## src/rtl/calc_pkg.sv

```systemverilog
// calc_pkg: definitions shared by the BCD calculator stages
// (operand entry, subtractor, display).
//   BCD_W       width of one BCD digit
//   KEY_*       keypad codes with a control meaning (0-9 are digits)
//   phase_t     calculator phase encoding, also driven onto o_phase
//   is_digit()  true for codes that are valid BCD digits
package calc_pkg;

  localparam int BCD_W = 4;

  localparam logic [BCD_W-1:0] KEY_MINUS = 4'd11;
  localparam logic [BCD_W-1:0] KEY_CLR   = 4'd14;
  localparam logic [BCD_W-1:0] KEY_EQ    = 4'd15;

  typedef enum logic [1:0] {
    PH_A   = 2'd0,
    PH_B   = 2'd1,
    PH_RES = 2'd2
  } phase_t;

  function automatic logic is_digit(input logic [BCD_W-1:0] code);
    return (code <= 4'd9);
  endfunction

endpackage

```

## src/rtl/bcd_digit_reg.sv

```systemverilog
// bcd_digit_reg: two-digit BCD operand register with shift-left entry.
// Ports:
//   i_clk, i_rst   clock, asynchronous active-high reset
//   i_clr          clear both digits (highest priority)
//   i_load         tens <= 0, units <= i_digit (first digit of a fresh operand)
//   i_shift        tens <= units, units <= i_digit
//   i_digit        incoming BCD digit; the caller only asserts load/shift for 0-9
//   o_tens/o_units registered digits
module bcd_digit_reg
  import calc_pkg::*;
(
  input  logic             i_clk,
  input  logic             i_rst,
  input  logic             i_clr,
  input  logic             i_load,
  input  logic             i_shift,
  input  logic [BCD_W-1:0] i_digit,
  output logic [BCD_W-1:0] o_tens,
  output logic [BCD_W-1:0] o_units
);

  logic [BCD_W-1:0] r_tens;
  logic [BCD_W-1:0] r_units;

  always_ff @(posedge i_clk or posedge i_rst) begin
    if (i_rst) begin
      r_tens  <= '0;
      r_units <= '0;
    end else if (i_clr) begin
      r_tens  <= '0;
      r_units <= '0;
    end else if (i_load) begin
      r_tens  <= '0;
      r_units <= i_digit;
    end else if (i_shift) begin
      r_tens  <= r_units;
      r_units <= i_digit;
    end
  end

  assign o_tens  = r_tens;
  assign o_units = r_units;

endmodule

```

## src/rtl/bcd_operand_entry.sv

```systemverilog
// bcd_operand_entry: keypad entry stage of the 2-digit BCD calculator.
// Builds operands A (o_a2 o_a1) and B (o_b2 o_b1) from key presses and
// sequences ENTER_A -> ENTER_B -> RESULT.
// Optional feature macro: ENTRY_TIMEOUT_EN (idle auto-clear after
// TIMEOUT_CYCLES cycles without a key; TMR_W must hold TIMEOUT_CYCLES).
// Ports:
//   i_clk, i_rst        clock, asynchronous active-high reset
//   i_key_valid         one-cycle strobe qualifying i_key_code
//   i_key_code          0-9 digit, 11 minus, 14 clear, 15 equals, others ignored
//   o_a2/o_a1/o_b2/o_b1 operand digits to the subtractor
//   o_phase             0 ENTER_A, 1 ENTER_B, 2 RESULT
//   o_result_valid      high while in RESULT
//   o_op_start          one-cycle pulse on entry to RESULT
//
// state  | meaning
// PH_A   | collecting operand A digits
// PH_B   | collecting operand B digits
// PH_RES | operands frozen, subtractor result shown
module bcd_operand_entry
  import calc_pkg::*;
#(
  parameter int TIMEOUT_CYCLES = 40_000_000,
  parameter int TMR_W          = 26
) (
  input  logic             i_clk,
  input  logic             i_rst,
  input  logic             i_key_valid,
  input  logic [BCD_W-1:0] i_key_code,
  output logic [BCD_W-1:0] o_a2,
  output logic [BCD_W-1:0] o_a1,
  output logic [BCD_W-1:0] o_b2,
  output logic [BCD_W-1:0] o_b1,
  output logic [1:0]       o_phase,
  output logic             o_result_valid,
  output logic             o_op_start
);

  phase_t r_phase;
  phase_t w_phase_nxt;
  logic   r_result_valid;
  logic   r_op_start;
  logic   w_op_start_nxt;
  logic   w_a_clr, w_a_load, w_a_shift;
  logic   w_b_clr, w_b_shift;
  logic   w_is_digit;
  logic   w_do_clr;
  logic   w_timeout;

`ifdef ENTRY_TIMEOUT_EN
  localparam logic [TMR_W-1:0] TMR_LAST = TMR_W'(TIMEOUT_CYCLES - 1);

  logic [TMR_W-1:0] r_tmr;

  // A key in the expiry cycle wins: the timeout only fires on an idle cycle.
  assign w_timeout = !i_key_valid && (r_tmr == TMR_LAST);

  // Saturates at TMR_LAST so the clear keeps asserting until the next key.
  always_ff @(posedge i_clk or posedge i_rst) begin
    if (i_rst) begin
      r_tmr <= '0;
    end else if (i_key_valid) begin
      r_tmr <= '0;
    end else if (r_tmr != TMR_LAST) begin
      r_tmr <= r_tmr + TMR_W'(1);
    end
  end
`else
  logic [TMR_W-1:0] w_unused_tmr;
  assign w_unused_tmr = TMR_W'(TIMEOUT_CYCLES);
  assign w_timeout    = 1'b0;
`endif

  assign w_is_digit = is_digit(i_key_code);
  assign w_do_clr   = (i_key_valid && (i_key_code == KEY_CLR)) || w_timeout;

  always_ff @(posedge i_clk or posedge i_rst) begin
    if (i_rst) begin
      r_phase        <= PH_A;
      r_result_valid <= 1'b0;
      r_op_start     <= 1'b0;
    end else begin
      r_phase        <= w_phase_nxt;
      r_result_valid <= (w_phase_nxt == PH_RES);
      r_op_start     <= w_op_start_nxt;
    end
  end

  always_comb begin
    w_phase_nxt    = r_phase;
    w_op_start_nxt = 1'b0;
    w_a_clr        = 1'b0;
    w_a_load       = 1'b0;
    w_a_shift      = 1'b0;
    w_b_clr        = 1'b0;
    w_b_shift      = 1'b0;
    if (w_do_clr) begin
      w_a_clr     = 1'b1;
      w_b_clr     = 1'b1;
      w_phase_nxt = PH_A;
    end else if (i_key_valid) begin
      case (r_phase)
        PH_A: begin
          if (w_is_digit) begin
            w_a_shift = 1'b1;
          end else if (i_key_code == KEY_MINUS) begin
            w_b_clr     = 1'b1;
            w_phase_nxt = PH_B;
          end
        end
        PH_B: begin
          if (w_is_digit) begin
            w_b_shift = 1'b1;
          end else if (i_key_code == KEY_EQ) begin
            w_phase_nxt    = PH_RES;
            w_op_start_nxt = 1'b1;
          end
        end
        PH_RES: begin
          // A digit here starts a new calculation with that digit as A.
          if (w_is_digit) begin
            w_a_load    = 1'b1;
            w_b_clr     = 1'b1;
            w_phase_nxt = PH_A;
          end
        end
        default: w_phase_nxt = PH_A;
      endcase
    end
  end

  bcd_digit_reg u_op_a (
    .i_clk   (i_clk),
    .i_rst   (i_rst),
    .i_clr   (w_a_clr),
    .i_load  (w_a_load),
    .i_shift (w_a_shift),
    .i_digit (i_key_code),
    .o_tens  (o_a2),
    .o_units (o_a1)
  );

  bcd_digit_reg u_op_b (
    .i_clk   (i_clk),
    .i_rst   (i_rst),
    .i_clr   (w_b_clr),
    .i_load  (1'b0),
    .i_shift (w_b_shift),
    .i_digit (i_key_code),
    .o_tens  (o_b2),
    .o_units (o_b1)
  );

  assign o_phase        = r_phase;
  assign o_result_valid = r_result_valid;
  assign o_op_start     = r_op_start;

endmodule
```

## config.mk

```make
export PLATFORM = sky130hd
export DESIGN_NAME = bcd_operand_entry
export DESIGN_NICKNAME = d
export VERILOG_FILES = /design/src/rtl/calc_pkg.sv /design/src/rtl/bcd_digit_reg.sv /design/src/rtl/bcd_operand_entry.sv
export SDC_FILE = /design/constraint.sdc
export NUM_CORES = 1
export LEC_CHECK = 0
export CORE_MARGIN = 1.5
export CORE_UTILIZATION = 45
export CTS_CLUSTER_DIAMETER = 80
export CTS_CLUSTER_SIZE = 8
export DETAILED_ROUTE_END_ITERATION = 8
export PLACE_DENSITY = 0.77
export SLEW_MARGIN = 10
export SYNTH_ARGS = -nofsm -noshare
export SYNTH_HDL_FRONTEND = slang
export SYNTH_SLANG_ARGS = --single-unit
```

## constraint.sdc

```tcl
create_clock -name i_clk -period 1.37 [get_ports i_clk]
set_input_delay 0.274 -clock i_clk [delete_from_list [all_inputs] [get_ports i_clk]]
set_output_delay 0.274 -clock i_clk [all_outputs]
set_load 0.005 [all_outputs]
```

* After elaboration in Yosys (flattened, before gate mapping) *
Cells that the tools add are included.

operators by class
  magnitude comparators = 1
  reduce and logical (&&, ||, !) cells = 4
  mux-type cells = 39
  equal/unequal tests = 6

operator list
  kind                                                 number
  2-to-1 mux 4 bit                                     10
  2-to-1 mux 1 bit                                     20
  2-to-1 mux 2 bit                                     7
  equality test 4 bit, second input constant           3
  case mux 2 bit (3 select lines)                      1
  equality test 2 bit, second input constant           2
  <= comparator 4 bit, second input constant           1
  nonzero test 3 bit                                   1
  equality test 2 x 1 -> 1 bit, second input constant  1
  logical NOT 2 bit                                    1
  case mux 1 bit (2 select lines)                      1
  nonzero test 2 bit                                   1
  logical AND 1 bit                                    1

storage, ports and cells
  word-level logic and storage cells = 57
  input bits = 7
  output and inout bits = 20
  register bits after elaboration = 20

* Longest topological paths before layout *
  depth after elaboration = 8
  gate-level depth with buffers = 5
  depth with buffers taken out = 4

* Modules after synthesis *
A second synthesis with hierarchy kept.

second synthesis, totals
  cells, all modules = 102
  area, all modules = 1,062.3 µm²

by module, submodules not included
  module             seq. area each (µm²)  area each (µm²)  cells each  times used
  bcd_digit_reg      200.2                 365.4            32          2
  bcd_operand_entry  100.1                 331.6            38          1

* Worst setup path before layout *
Ideal clock, no wire load.

  kind = flip-flop to flip-flop
  start = register r_phase[0] (netlist: o_phase[0])
  end = register u_op_b.r_tens[0] (netlist: u_op_b.o_tens[0])
  arrival time = 1.224 ns
  stages on the path, launching flop included = 6
  path slack = 0.074 ns
  setup time = 0.072 ns
  path buffers = 1
  data required time = 1.298 ns
  clock period less this slack = 1.296 ns
  cells stage by stage = dfrtp_1 > inv_1 > and3_4 > buf_6 > a211o_4 > nor2_1

on the way
  cells in the longest elaborated chain, start to end = 5
  elaborated cells on any way between the ends = 11
  those cells by class = eq/ne: 2; mux: 7; reduce/logical: 2

RTL lines
  element                                                                     line                      RTL
  start, declared                                                             bcd_operand_entry.sv:38   phase_t r_phase;
  start signal, assigned                                                      bcd_operand_entry.sv:82   r_phase <= w_phase_nxt;
  equality test 2 bit, or another cell as far along                           bcd_operand_entry.sv:101  case (r_phase)
  case mux 1 bit (2 select lines) / 2-to-1 mux 1 bit (equally long branches)  bcd_operand_entry.sv:101
  2-to-1 mux 1 bit                                                            bcd_operand_entry.sv:100  end else if (i_key_valid) begin
  2-to-1 mux 1 bit                                                            bcd_operand_entry.sv:96   if (w_do_clr) begin
  2-to-1 mux 4 bit / nonzero test 2 bit (equally long branches)               -
  end signal, assigned                                                        bcd_digit_reg.sv:36       r_tens <= r_units;
  end, declared                                                               bcd_digit_reg.sv:22       logic [BCD_W-1:0] r_tens;

Several ways; a longest one is shown, not always the timed one.
A chain may end at the register's enable or synchronous reset.

* Worst setup path after layout *
  start = register r_phase[0] (netlist: o_phase[0])
  end = register u_op_b.r_units[0] (netlist: u_op_b.o_units[0])

on the way
  cells in the longest elaborated chain, start to end = 5
  elaborated cells on any way between the ends = 11
  those cells by class = eq/ne: 2; mux: 7; reduce/logical: 2

RTL lines
  element                                                                     line                      RTL
  equality test 2 bit, or another cell as far along                           bcd_operand_entry.sv:101
  case mux 1 bit (2 select lines) / 2-to-1 mux 1 bit (equally long branches)  bcd_operand_entry.sv:101
  2-to-1 mux 1 bit                                                            bcd_operand_entry.sv:100
  2-to-1 mux 1 bit                                                            bcd_operand_entry.sv:96
  2-to-1 mux 4 bit / nonzero test 2 bit (equally long branches)               -
  end signal, assigned                                                        bcd_digit_reg.sv:34       r_units <= i_digit;
  end signal, assigned                                                        bcd_digit_reg.sv:37       r_units <= i_digit;
  end, declared                                                               bcd_digit_reg.sv:23       logic [BCD_W-1:0] r_units;

Several ways; a longest one is shown, not always the timed one.

==> reports/results.tsv <==
stage	metric	value	unit
clock_network	insertion_delay	0.29	ns
worst_setup_path	cp-end-kind	flop	
worst_setup_path	r2r_cells	5	
worst_setup_path	cp_max_fo	8	
grt	grt_use_met3	3.77	%
placement	dp_hpwl	1510	um
route	drtIter0Drc	26	
logic_synthesis	synth_cell_types	24	
sta	maxSlewViolCount	0	
floorplan	dieArea	0.00227	mm^2
grt	grt_pass1_wl	3430	um
placement	place.gp.congestion	0.920	
sta	min_period	1.34	ns
floorplan	rows	15	
worst_setup_path	worstPathCellList	buf_4, inv_2, and3_4, a211o_4, nor2_1	
placement	port_buffers	26	
clock_network	numCtsBuffers	3	
floorplan	core_area	0.00180	mm^2
floorplan	fp.dieH	47.7	um
floorplan	die_w	47.7	um
grt	grt_remaining_overflow	0	
logic_synthesis	synth_nets	91	
power	power	0.00181	W
grt	grt_pass1_vias	800	
power	pwr-share-seq	46.0	%
clock_network	h-tree-depth	1	
logic_synthesis	ys.warnings.count	0	
logic_synthesis	syn-instance-count	84	
hold_path	hold_path_class	input pin to asynchronous set/reset pin	
logic_synthesis	seq_area_frac_synth	55.8	%
finish	area_growth	54.1	%
power	irDropWorstVdd	0.000885	V
route	route.detailed.drc	0	
sta	hold_violations	0	
logic_synthesis	synth_area	897	um^2
finish	design_area	0.00138	mm^2
grt	track_usage	21.9	%
worst_setup_path	cp_data_required_time	1.59	ns
grt	use_met1	26.5	%
power	p_int	0.00127	W
grt	busiest_layer	met2	
flow_run	maxCapViolCount	0	
worst_setup_path	path_buf_inv	2	
placement	dp_cells	145	
worst_setup_path	arrival	1.56	ns
finish	drive_above_1_share	31.1	%
grt	grtUsageMet2	38.9	%
power	power_frac_clock	14.6	%
status	status	finished clean	
power	swShare	29.7	%
sta	skew	0.00541	ns
route	ant_nets	0	
finish	post-route-util	76.7	%
finish	diodes	0	
finish	layout_commonest_cell	buf_4	
clock_network	clock_path_buffers	2	
worst_setup_path	rr_endpoint	u_op_b.o_units[0]$_DFFE_PP0P_	
logic_synthesis	ys_seq_elements	20	
sta	finalSetupViolCount	0	
floorplan	boundaryPins	27	
grt	grt_max_degree	21	
sta	tightest_slew	0.309	ns
logic_synthesis	syn_area_per_cell	10.7	um^2
route	finalWirelength	2240	um
route	num_vias	870	
sta	post-route-period-util	97.7	%
worst_setup_path	crit_type	flop to flop	
finish	layout_common_cells	buf_4, dlygate4sd2_1, dfrtp_1, nand2_1	
grt	antenna_found_initial	0	
finish	nets	144	
finish	nFillCells	139	
route	wl_per_cell	14.0	um
finish	layoutNonFillerInstCount	160	
worst_setup_path	rr_startpoint	o_phase[0]$_DFF_PP0_	
power	p_per_area	1310	mW/mm^2
worst_setup_path	max_stage_delay	0.38	ns
floorplan	start_util	49.8	%
power	p_sw	0.000539	W
worst_setup_path	cp_top_family	flip-flops	
clock_network	cts_tree	done	
worst_setup_path	ff2ff_setup_slack	0.03	ns
route	firstDrtPassIters	4	
route	vias_per_cell	5.44	
power	p_leak	0.741	nW
power	combPwrFrac	39.4	%
worst_setup_path	crit_slowest_cell	dfrtp_2	
placement	placed_cell_area	0.00127	mm^2
worst_setup_path	critPathLaunchType	flop	
clock_network	clkTransAtPathRegs	0.10	ns
clock_network	clock-sinks	20	
sta	max_freq	747	MHz
sta	relSlewSlack	79.3	%
clock_network	cts_root_buffer	clkbuf_4	
[what timing repair did]
action                                  CTS  global route
buffers inserted                         12             0
endpoints found under the setup margin   37            16
pin swaps                                 0             2
resized for setup                        25             8
hold buffers                              0             0
[stage by stage]
stage / TNS, ns / setup WS, ns / hold slack [ns]
floorplan: 0 / 0.0741 / 0.238
global placement: -6.26 / -0.355 / 0.505
detailed placement: -6.72 / -0.392 / 0.517
CTS: 0 / 0.0187 / 0.291
global route: -0.00125 / -0.00125 / 0.314
finish: 0 / 0.0313 / 0.290
[layout make-up]
class / instances / area, um^2 / share of cell area (%)
tap: 25 / 31.3 / 2.26
multi-input combinational: 59 / 397 / 28.7
clock buffer: 3 / 22.5 / 1.63
inverter: 2 / 7.51 / 0.543
timing repair buffer: 51 / 422 / 30.5
sequential: 20 / 503 / 36.4
[how the worst max path moves through the flow]
stage,to,startpoint,cells past startpoint
detailed placement,u_op_b.o_tens[1]$_DFFE_PP0P_,i_key_code[2],5
finish,u_op_b.o_units[0]$_DFFE_PP0P_,o_phase[0]$_DFF_PP0_,5
global placement,o_result_valid$_DFF_PP0_,i_key_code[1],5
CTS,o_result_valid$_DFF_PP0_,i_key_valid,5
global route,u_op_a.o_tens[3]$_DFFE_PP0P_,o_phase[0]$_DFF_PP0_,6
floorplan,u_op_b.o_tens[0]$_DFFE_PP0P_,o_phase[0]$_DFF_PP0_,5
[state kept, by name (all words and copies together), names as in the netlist]
register and cells:
u_op_a.o_tens 4, o_op_start 1, u_op_a.o_units 4, u_op_b.o_tens 4, o_phase 2, u_op_b.o_units 4
o_result_valid 1
[layer usage]
metal / wire length (um) / share of wire, % / vias to the layer above
li1: - / - / 398
met1: 898 / 40 / 427
met2: 1170 / 52 / 35
met3: 119 / 5.3 / 10
met4: 51 / 2.3 / 0
met5: 0 / 0 / -
[cell usage after synthesis]
cell,count,area share [%]
o32ai_1,1,0.98
inv_1,2,0.84
nor2_1,10,4.2
nand4_1,1,0.70
dfrtp_1,20,56
a22o_1,1,0.98
nor4_1,2,1.4
clkbuf_2,1,0.56
a31oi_1,1,0.70
clkbuf_1,1,0.42
a211o_4,1,2.0
buf_6,1,1.3
nand4b_1,1,0.98
nand2_1,13,5.4
nand3_1,2,1.1
mux2i_1,8,8.9
o21ai_2,1,0.98
nand3b_1,4,3.3
nor3b_2,1,1.4
and3_4,1,1.3
a21oi_1,8,4.5
and3_2,1,0.84
o31ai_1,1,0.84
and2_1,1,0.70
[power by group through the flow]
stage                     clock, W  sequential (W)  combinational, W
final                     0.000265        0.000835          0.000714
after floorplan                  0        0.000875          0.000210
after detailed placement         0        0.000875          0.000644
after CTS                 0.000273        0.000832          0.000694
after global routing      0.000300        0.000854          0.000788
after global placement           0        0.000863          0.000629
[cells by family after synthesis]
group / share of synthesized area [%]
flip-flops: 55.8
buffers and inverters: 3.07
AO/OA/AOI/OAI: 10.9
multiplexers: 8.93
AND/OR/NAND/NOR: 21.3
[tightest hold or removal path, cell delays in order]
cell	delay (ns)
clkdlybuf4s50_1	0.39
inv_1	0.05
buf_4	0.26
Power figures use the tool's default switching activity.
